File: src/rtl/popcount_seq.sv
// Sequential population counter: counts CHUNK bits of the loaded word per cycle.
// Optional macro POPCOUNT_ZERO_SKIP_EN ends counting early once the remaining bits are all zero.
module popcount_seq #(
  parameter int BITS  = 64,
  parameter int CHUNK = 8
) (
  input  logic                     clk,
  input  logic                     CPU_RESETN,
  input  logic                     start,
  input  logic [BITS-1:0]          din,
  output logic                     ready,
  output logic                     busy,
  output logic                     done,
  output logic [$clog2(BITS):0]    count
);

  localparam int N  = BITS / CHUNK;
  localparam int CW = $clog2(BITS) + 1;
  localparam int IW = (N > 1) ? $clog2(N) : 1;

  generate
    if (((BITS % CHUNK) != 0) || (CHUNK > BITS)) begin : g_bad_cfg
      $error("popcount_seq: BITS must be a non-zero multiple of CHUNK");
    end
  endgenerate

  typedef enum logic [1:0] {
    IDLE  = 2'd0,
    COUNT = 2'd1,
    DONE  = 2'd2
  } state_t;

  state_t          state_r;
  logic [BITS-1:0] sh_r;
  logic [CW-1:0]   acc_r;
  logic [IW-1:0]   idx_r;
  logic [CW-1:0]   count_r;
  logic            ready_r;
  logic            busy_r;
  logic            done_r;

  logic [BITS-1:0] sh_next_s;
  logic [CW-1:0]   acc_next_s;
  logic            last_s;

  // Number of ones in one chunk, widened to the accumulator width.
  function automatic logic [CW-1:0] ones(input logic [CHUNK-1:0] v);
    logic [CW-1:0] res;
    res = '0;
    for (int i = 0; i < CHUNK; i++) begin
      res = res + CW'(v[i]);
    end
    return res;
  endfunction

  // Next-cycle datapath values and the end-of-count decision.
  always_comb begin
    sh_next_s  = sh_r >> CHUNK;
    acc_next_s = acc_r + ones(sh_r[CHUNK-1:0]);
`ifdef POPCOUNT_ZERO_SKIP_EN
    if ((idx_r == IW'(N - 1)) || (sh_next_s == '0)) begin
      last_s = 1'b1;
    end else begin
      last_s = 1'b0;
    end
`else
    if (idx_r == IW'(N - 1)) begin
      last_s = 1'b1;
    end else begin
      last_s = 1'b0;
    end
`endif
  end

  // Control FSM with datapath registers and registered status outputs.
  always_ff @(posedge clk or negedge CPU_RESETN) begin
    if (!CPU_RESETN) begin
      state_r <= IDLE;
      sh_r    <= '0;
      acc_r   <= '0;
      idx_r   <= '0;
      count_r <= '0;
      ready_r <= 1'b1;
      busy_r  <= 1'b0;
      done_r  <= 1'b0;
    end else begin
      case (state_r)
        IDLE: begin
          if (start) begin
            sh_r    <= din;
            acc_r   <= '0;
            idx_r   <= '0;
            state_r <= COUNT;
            ready_r <= 1'b0;
            busy_r  <= 1'b1;
          end
        end
        COUNT: begin
          sh_r  <= sh_next_s;
          acc_r <= acc_next_s;
          idx_r <= idx_r + IW'(1);
          if (last_s) begin
            state_r <= DONE;
            count_r <= acc_next_s;
            done_r  <= 1'b1;
          end
        end
        DONE: begin
          state_r <= IDLE;
          done_r  <= 1'b0;
          busy_r  <= 1'b0;
          ready_r <= 1'b1;
        end
        default: begin
          state_r <= IDLE;
          done_r  <= 1'b0;
          busy_r  <= 1'b0;
          ready_r <= 1'b1;
        end
      endcase
    end
  end

  assign ready = ready_r;
  assign busy  = busy_r;
  assign done  = done_r;
  assign count = count_r;

endmodule

File: config.mk
export PLATFORM = sky130hd
export DESIGN_NAME = popcount_seq
export DESIGN_NICKNAME = d
export VERILOG_FILES = /design/src/rtl/popcount_seq.sv
export SDC_FILE = /design/constraint.sdc
export NUM_CORES = 1
export LEC_CHECK = 0
export ABC_AREA = 1
export BUFFER_PORTS_ARGS = -buffer_cell sky130_fd_sc_hd__buf_2
export CORE_ASPECT_RATIO = 0.8
export CORE_MARGIN = 2
export CORE_UTILIZATION = 55
export CTS_CLUSTER_DIAMETER = 60
export DETAILED_ROUTE_END_ITERATION = 10
export PLACE_DENSITY = 0.78
export SLEW_MARGIN = 20
export SYNTH_ARGS = -nofsm -noshare
export SYNTH_HDL_FRONTEND = slang
export SYNTH_SLANG_ARGS = --single-unit
File: constraint.sdc
create_clock -name clk -period 6.7 [get_ports clk]
set_clock_uncertainty 0.1 [all_clocks]
set_input_delay 1.34 -clock clk [delete_from_list [all_inputs] [get_ports clk]]
set_output_delay 1.34 -clock clk [all_outputs]
set_load 0.005 [all_outputs]
[Yosys cells after proc, flatten, opt, wreduce, memory -nomap -nowiden]
Index checks and enable logic that the tools add are counted.
Storage, ports and cells
  flip-flop bits (word level): 86
  input bits: 67
  output and inout bits: 10
  logic and storage cells: 46
Cells by class
  add/subtract/negate cells: 9
  eq/ne operators: 4
  muxes and demuxes: 16
  bitwise operators: 2
  reduce and logical (&&, ||, !) cells: 7
Operator list (number)
  one-hot mux 64 bit (2 select lines): 1
  two-way mux 64 bit: 1
  one-hot mux 7 bit (2 select lines): 1
  AND reduction 2 bit: 5
  adder 6 x 1 -> 7 bit: 1
  adder 7 x 1 -> 7 bit: 1
  adder 7 bit: 1
  two-way mux 7 bit: 1
  adder 5 x 1 -> 6 bit: 1
  one-hot mux 1 bit (2 select lines): 3
  one-hot mux 3 bit (2 select lines): 1
  adder 4 x 1 -> 5 bit: 1
  adder 3 x 1 -> 4 bit: 1
  two-way mux 1 bit: 4
  two-way mux 2 bit: 2
  != test 2 bit, second input constant: 2
  one-hot mux 2 bit (2 select lines): 1
  adder 2 x 1 -> 3 bit: 1
  adder 3 x 1 -> 3 bit, second input constant: 1
  == test 3 bit, second input constant: 1
  two-way mux 3 bit: 1
  adder 1 x 1 -> 2 bit: 1
  == test 2 x 1 -> 1 bit, second input constant: 1
  zero test 2 bit: 1
  other kinds (2): 3

[Depth between registers and ports, before layout]
Gate-level depths: netlist (run 1).
  depth after elaboration: 9
  depth in mapped cells: 13
  mapped depth without buffers: 13

[Worst setup path after synthesis (run 1)]
OpenSTA, ideal clock, no wires.
  path type: reg2reg
  start: register sh_r[0]
  end: register acc_r[6]
  library setup time: 0.117 ns
  data arrival time: 2.902 ns
  required time: 6.483 ns
  slack: 3.581 ns
  stages on the path, launching flop included: 13
  buffers on the path: 0
  clock period less this slack: 3.119 ns
  cell sequence: dfrtp_1 > fa_1 > inv_1 > fa_1 > fa_1 > fa_1 > inv_1 > fa_1 > nand3_1 > nand2_1 > nand3_1 > nand3_1 > nand2_1
Between the ends
  longest elaborated chain between the ends: 9
Ends and longest elaborated chain
  start: declaration: RTL line 34  | logic [BITS-1:0] sh_r;
  start signal: assignment: RTL line 90  | sh_r <= din;
  start signal: assignment: RTL line 99  | sh_r <= sh_next_s;
  adder 1 x 1 -> 2 bit: RTL line 51  | res = res + CW'(v[i]);
  adder 2 x 1 -> 3 bit: RTL line 51
  adder 3 x 1 -> 4 bit: RTL line 51
  adder 4 x 1 -> 5 bit: RTL line 51
  adder 5 x 1 -> 6 bit: RTL line 51
  adder 6 x 1 -> 7 bit: RTL line 51
  adder 7 x 1 -> 7 bit: RTL line 51
  adder 7 bit: RTL line 59  | acc_next_s = acc_r + ones(sh_r[CHUNK-1:0]);
  one-hot mux 7 bit (2 select lines): RTL line 87  | case (state_r)
  end signal: assignment: RTL line 100  | acc_r <= acc_next_s;
  end: declaration: RTL line 35  | logic [CW-1:0] acc_r;
Every way passes these cells.
A chain may end at the register's enable or synchronous reset.

[Worst setup path in the final report (run 1)]
  start: register sh_r[0]
  end: register acc_r[4]
The elaborated chain is that of the path after synthesis.

==> results of run 1 <==
## final cells by class
cell class | count | share of cell area (%)
clock buffer | 12 | 3.14
multi-input combinational | 329 | 39.9
timing repair buffer | 76 | 7.83
inverter | 23 | 1.75
clock inverter | 4 | 1.09
sequential | 86 | 43.6
tap | 108 | 2.74
## final timing paths
check	start	to	slack [ns]	depth (start not counted)
max in group asynchronous	CPU_RESETN	sh_r[32]	5.05	1
min	sh_r[57]	sh_r[57]	0.38	2
min reg2reg	sh_r[57]	sh_r[57]	0.38	2
max reg2reg	sh_r[0]	acc_r[4]	3.34	12
min in group asynchronous	CPU_RESETN	count[2]	0.94	1
max	sh_r[0]	acc_r[4]	3.34	12
## cell usage in the layout (no fill, tap or decap), types with 3 or more instances in the layout
cell type / instances
fa_1: 5
inv_1: 20
nor2_2: 52
nand2_4: 3
nand3_1: 13
o21ai_0: 59
buf_2: 75
nand2_1: 112
ha_1: 8
nor2_1: 9
a22o_1: 4
dfrtp_1: 85
a21oi_2: 51
clkbuf_8: 11
o22ai_2: 5
## metrics by stage
stage	power, W	setup slack [ns]	instance area (µm²)
2_1_floorplan	0.00234	3.58	4460
3_3_place_gp	0.00248	3.09	4730
3_5_place_dp	0.00254	3.02	4730
4_1_cts	0.00294	3.34	4940
5_1_grt	0.00318	3.17	4940
6_report	0.00291	3.34	4940
## logic make-up after synthesis
kind of cell | count (synthesis) | synth area share, %
xor gates and xnor gates | 1 | 0.196
buffers and inverters | 50 | 7.52
AOI/OAI and AO/OA | 124 | 19.5
DFF | 86 | 48.3
adders and majority gates | 13 | 4.49
and+or+nand+nor | 191 | 20.0
## worst max-delay path, stage by stage, from the launching register on
cell     delay, ns
dfrtp_1       0.42
fa_1          0.55
inv_1         0.05
fa_1          0.49
fa_1          0.42
fa_1          0.37
inv_1         0.11
fa_1          0.22
nand3_1       0.12
nand2_1       0.12
nand2_1       0.07
nand3_1       0.07
o21ai_1       0.09
## state kept, by name, summed over array words and instances, names as in the netlist
signal,count
busy,1
sh_r,64
count,7
state_r,2
ready,1
idx_r,3
acc_r,7
done,1
## power breakdown
| group | switching (W) | internal (W) |
|---|---|---|
| logic | 0.000970 | 0.000616 |
| registers | 0.000162 | 0.000785 |
| clock network | 0.000187 | 0.000194 |
## per-layer routing
layer  up-vias  part of all wire [%]  global-route usage, %
met1      1640                    48                   29.8
met5         -                     0                      0
met3         5                   4.3                   4.43
met4         0                  0.70                   5.58
li1       1634                     -                      -
met2        77                    47                   34.3
==> metrics.txt, run 1 <==
Slew headroom=29.9%; fin cells=638; fin nets=605; area leader, netlist=dfrtp_1; Multi-input gate area=0.00197 mm²; Initial Utilization=56.4%; final slew viol count=0; clk root buf=clkbuf_8; Worst Setup End Kind=flop; Tightest Pin Transition=1.05 ns; Tcrit/Tclk final=50.2%; Initial DRT Pass Iterations=4; Setup-failing EPs final=0; cell count after synthesis=465; P per Cell Area=590 mW/mm²; vias in the first global route=3,340; total global-route track usage=21.3%; CP Class=reg2reg; maximum vdd drop=0.271 mV; cts bufs inserted=9; layout cells sized above 1=39.1%; Clock Latency Late Sink=0.35 ns; worst hold path class=reg2reg; Synth top area share=47.7%; routed len/inst=14.2 µm; number of I/O pins=77; Final HPWL DP=5.83 mm; CTS resizes=0; CTS tree=built; # clock sinks=86; largest net degree at the start of global routing=87; Syn Nets=545; cell area after synthesis=0.00446 mm²; first-pass GRT wire length=15.2 mm; final hold vios=0; Netlist cell types=28; status=complete, no violations; Sequential Area=0.00215 mm²; Clock transition at path regs=0.09 ns; ys flop type=dfrtp_1; Synth Warn #=0; DP Cell Count=622; most frequent cells after synthesis=112 x nand2_1, 85 x dfrtp_1, 59 x o21ai_0, 52 x nor2_2, 51 x a21oi_2; RSZ-0062 raised after global routing=false; Peak Freq=298 MHz; min Tclk post-route=3.36 ns; Avg Vias per Cell=5.26; post-route ant nets=0; max-cap viol count=0; row count=29; number of hold buffers added after cts=0; via count=3,356; DRC viols=0; Post-CTS Setup Repair Bufs=0; Avg Cell Area, Syn=9.59 µm²; initial DRC count=210; Buffers on Ports=76; Worst Path Max Fanout=3; routability cong.=0.822; die area=0.00885 mm²; top-count cell post-synth=nand2_1; Leak=2.33 nW; synth top area cells=dfrtp_1 48%, a21oi_2 10%, nand2_1 9.4%, nor2_2 7.3%, o21ai_0 6.6%; worst endpoint required time=6.79 ns; die width=105 µm; GRT overflow=0; fraction of registers with async set/reset=100%; H-Tree Depth=3; CP startpoint kind=flop; Die Y-Extent=84.5 µm; CP arrival=3.45 ns; Seq/Total Area, Yosys=48.3%; Seq cells post-synth=86; WHS=0.384 ns; Max clock buf depth=2; fill count=720; Setup TNS=0 ns; Post-Route WL=9.03 mm; initial antenna violation count=0; Final Core Density=62.4%; n_diodes=0; EDFF count, synth=0; placeable core region=0.00791 mm²; P&R area growth vs syn=10.8%
Note: power is estimated with default switching activity, not from simulation.
==> run 2, diff against run 1 <==
Settings changed: CORE_UTILIZATION 55 to 51, PLACE_DENSITY 0.78 to 0.77.
Clock period 6.7 ns to 2.8 ns, I/O delays scaled along.
==> run 2 against run 1 <==
The flow now finishes with violations (negative setup slack). Largest power group unchanged. Core utilization decreased by 1.8 points. Routed wire length grew 8.5%. Via count up 0.98%. Die area rose by 7.5%. Sequential power is 140% higher.
==> metrics.txt, run 2 (synthesized netlist as in run 1, its figures left out) <==
status=finished with violations; Post-Route WL=9.80 mm; CP cell instances=fa_1 > inv_1 > fa_1 > fa_1 > fa_2 > inv_2 > fa_2 > nand3_4 > nand2_4 > nand3_2 > nand3_1 > nand2_1; Final HPWL DP=6.53 mm; DP Cell Count=637; Tightest Pin Transition=0.627 ns; initial DRC count=260; Largest stage delay, worst path=0.54 ns; CP arrival=3.35 ns; n_diodes=0; P per Cell Area=1500 mW/mm²; P&R area growth vs syn=15.4%; Clock transition at path regs=0.08 ns; Initial DRT Pass Iterations=4; number of I/O pins=77; fin nets=616; maximum vdd drop=1.24 mV; failing checks=negative setup slack; Worst Path Max Fanout=3; post-route ant nets=0; placeable core region=0.00848 mm²; RSZ-0062 raised after global routing=true; H-Tree Depth=3; met1 WL=4.49 mm; met2 WL=4.80 mm; max reg flops=64; total global-route track usage=22.0%; commonest non-fill, non-tap cell in the layout=nand2_1; Worst Setup End Kind=flop; Met3 Wirelength=445 µm; Tcrit/Tclk final=115%; worst hold path class=in2async; number of hold buffers added after cts=0; first-pass GRT wire length=16.2 mm; min Tclk post-route=3.21 ns; DRC viols=0; layout cells sized above 1=43.3%; die area=0.00951 mm²; commonest non-fill, non-tap cells in the layout=106 x nand2_1, 85 x dfrtp_1, 75 x buf_2; CP startpoint kind=flop; Avg Vias per Cell=5.19; routability cong.=0.830; Crit-path slowest cell=fa_1; # clock sinks=86; worst endpoint required time=2.94 ns; largest register by flop count=sh_r; Leak=2.41 nW; worst setup margin=-0.414 ns; die width=109 µm; GRT overflow=0; clk root buf=clkbuf_8; Setup-failing EPs final=12; max layer used=met4; max-cap viol count=0; Die Y-Extent=87.6 µm; Initial Utilization=52.6%; Max clock buf depth=2; final slew viol count=0; Peak Freq=311 MHz; CP Class=reg2reg; Buffers on Ports=76; fin cells=653; cell mode on critical path=fa_1; Slew headroom=58.2%; CTS tree=built; Power Total=0.00773 W; routed len/inst=15.0 µm; Clock Latency Late Sink=0.35 ns; final hold vios=0; cts bufs inserted=9; row count=30; largest net degree at the start of global routing=62; initial antenna violation count=0; vias in the first global route=3,386; via count=3,389
run 2: cell count changes in the layout (fill, tap and decap cells not counted), sizes merged:
cell	before	now
clkinvlp	2	0
bufinv	1	3
buf	76	87
inv	23	22
clkinv	1	2
run 2: layout make-up:
| type | count | area [µm²] |
|---|---|---|
| Clock buffer | 12 | 135 |
| Clock inverter | 4 | 95.1 |
| Fill cell | 768 | 3340 |
| Inverter | 23 | 86.3 |
| Multi-Input combinational cell | 329 | 2040 |
| Sequential cell | 86 | 2150 |
| Tap cell | 112 | 140 |
| Timing Repair Buffer | 87 | 490 |
run 2: per-stage QoR:
stage	instance area (µm²)	hold slack, ns	util [%]	setup WS, ns	setup TNS (ns)
final	5140	0.118	60.6	-0.414	-3.60
after global routing	5140	0.150	60.6	-0.554	-5.04
after CTS	5120	0.138	60.4	-0.375	-3.74
after detailed placement	4850	0.359	57.2	-0.419	-3.53
after global placement	4850	0.357	57.2	-0.327	-2.77
after floorplan	4470	0.164	-	-0.266	-1.96
run 2: routing by layer:
metal / vias up / GRT usage, %
met1: 1632 / 30.2
met2: 90 / 36.3
met3: 4 / 4.32
met4: 0 / 5.24
met5: - / 0
li1: 1663 / -
run 2: path summary, 6_finish.rpt:
| path | startpoint | endpoint | slack (ns) | cells past startpoint |
|---|---|---|---|---|
| max | sh_r[0] | acc_r[6] | -0.41 | 12 |
| min | CPU_RESETN | sh_r[61] | 0.12 | 1 |
| max reg2reg | sh_r[0] | acc_r[6] | -0.41 | 12 |
| min reg2reg | sh_r[62] | sh_r[62] | 0.38 | 2 |
| max in group asynchronous | CPU_RESETN | ready | 1.79 | 2 |
| min in group clk | din[56] | sh_r[56] | 0.31 | 3 |
run 2: worst max-delay path, delay by kind of cell (launching register included):
kind,cells,cell delay (ns)
simple gates,5,0.43
buf+inv,2,0.12
fa+ha+maj,5,2.04
flops,1,0.41
run 2: power breakdown:
part           internal (W)  switching, W  total [W]
clock              0.000594      0.000433    0.00103
sequential          0.00188      0.000385    0.00226
combinational       0.00179       0.00265    0.00444
run 2: what timing repair did:
item,in CTS,in global routing
gates resized for setup,10,8
endpoints found under the setup margin,12,14
buffers inserted,1,0
pin swaps,4,4
==> run 3, diff against run 2 <==
Clock period 2.8 ns to 2.9 ns, I/O delays scaled along.
==> run 3 against run 2 <==
The flow still finishes with violations (negative setup slack). Core utilization down 0.56 points. Sequential power fell by 3%. Final cell count shrank 0.15%. Sequential share of layout area increased by 0.39 points. Register-to-register slack improved by 0.13 ns. Critical endpoint is now acc_r[4]. Largest cell class unchanged.
==> metrics.txt, run 3 (synthesized netlist as in run 1, its figures left out) <==
Buffers on Ports=76; Setup TNS=-2.63 ns; placeable core region=0.00848 mm²; H-Tree Depth=3; routability cong.=0.825; layout cells sized above 1=43.1%; post-route ant nets=0; Max clock buf depth=2; clk root buf=clkbuf_8; worst setup margin=-0.281 ns; DP Cell Count=636; Worst Setup End Kind=flop; Post-Route WL=9.50 mm; largest register by flop count=sh_r; Clock Latency Late Sink=0.35 ns; GRT overflow=0; failing checks=negative setup slack; fin nets=616; Avg Vias per Cell=5.19; maximum vdd drop=0.798 mV; P&R area growth vs syn=14.3%; P per Cell Area=1430 mW/mm²; largest net degree at the start of global routing=62; die width=109 µm; max reg flops=64; Tightest Pin Transition=0.573 ns; commonest non-fill, non-tap cells in the layout=107 x nand2_1, 85 x dfrtp_1, 75 x buf_2; final slew viol count=0; DRC viols=0; first-pass GRT wire length=15.7 mm; n_diodes=0; Initial DRT Pass Iterations=4; CTS tree=built; row count=30; worst hold path class=in2async; commonest non-fill, non-tap cell in the layout=nand2_1; initial antenna violation count=0; max-cap viol count=0; fill count=753; Setup-failing EPs final=12; Worst Path Max Fanout=3; cts bufs inserted=9; vias in the first global route=3,305; Peak Freq=314 MHz; Initial Utilization=52.6%; fin cells=652; status=finished with violations; Clock transition at path regs=0.09 ns; Final HPWL DP=6.42 mm; Leak=2.40 nW; CP startpoint kind=flop; RSZ-0062 raised after global routing=true; routed len/inst=14.6 µm; WHS=0.0373 ns; Tcrit/Tclk final=110%; CP arrival=3.31 ns; via count=3,383; number of hold buffers added after cts=0; die area=0.00951 mm²; min Tclk post-route=3.18 ns; worst endpoint required time=3.03 ns; number of I/O pins=77; initial DRC count=185; Power Total=0.00727 W; Final Core Density=60.1%; CP Class=reg2reg; Die Y-Extent=87.6 µm; final hold vios=0; total global-route track usage=21.2%; Slew headroom=61.8%; # clock sinks=86
-- run 3: cell types whose count changed in the layout (fill, tap and decap cells not counted), sizes merged --
cell | previous run | this run
clkinv | 2 | 4
clkbuf | 12 | 11
bufinv | 3 | 1
-- run 3: repair_timing --
item,4_1_cts,5_1_grt
pin swaps,1,4
setup endpoints to repair,12,12
resized for setup,8,7
setup buffers,1,1
-- run 3: layout make-up --
class / instances / area, µm² / area share [%]
clock buffer: 11 / 131 / 2.58
clock inverter: 4 / 48.8 / 0.958
inverter: 23 / 86.3 / 1.69
multi-input combinational: 329 / 2030 / 39.8
sequential: 86 / 2150 / 42.3
tap: 112 / 140 / 2.75
timing repair buffer: 87 / 507 / 9.95
-- run 3: stage by stage --
| step | cell area, µm² | worst slack [ns] |
|---|---|---|
| CTS | 5070 | -0.264 |
| finish | 5090 | -0.281 |
| global placement | 4850 | -0.227 |
| floorplan | 4460 | -0.166 |
| global route | 5090 | -0.415 |
| detailed placement | 4850 | -0.296 |
-- run 3: worst paths after layout --
kind	from	depth (start not counted)	end	slack, ns
setup / recovery	sh_r[0]	12	acc_r[4]	-0.28
hold / removal	CPU_RESETN	1	acc_r[1]	0.04
setup reg to reg	sh_r[0]	12	acc_r[4]	-0.28
hold reg to reg	sh_r[62]	2	sh_r[62]	0.38
max in group asynchronous	CPU_RESETN	2	ready	2.00
min in group clk	din[60]	3	sh_r[60]	0.32
-- run 3: worst max-delay path: stages (launching register included) --
cell and delay, ns:
dfrtp_1 0.41, fa_1 0.53, inv_1 0.05, fa_1 0.49, fa_1 0.43, fa_2 0.35
inv_2 0.08, fa_2 0.22, nand3_2 0.09, nand2_2 0.10, nand2_1 0.08, nand3_1 0.07
o21ai_1 0.07
-- run 3: power by group --
group          switching (W)  leakage (nW)  internal [W]
logic                0.00251          1.25       0.00177
registers           0.000375          1.06       0.00181
clock network       0.000416        0.0931      0.000393
total                0.00330          2.40       0.00397
-- run 3: per-layer routing --
metal	track usage, %	vias up	share of wire [%]
met4	5.83	0	1.4
met5	0	-	0
met1	29.4	1626	48
li1	-	1661	-
met2	33.5	81	46
met3	5.51	15	4.8
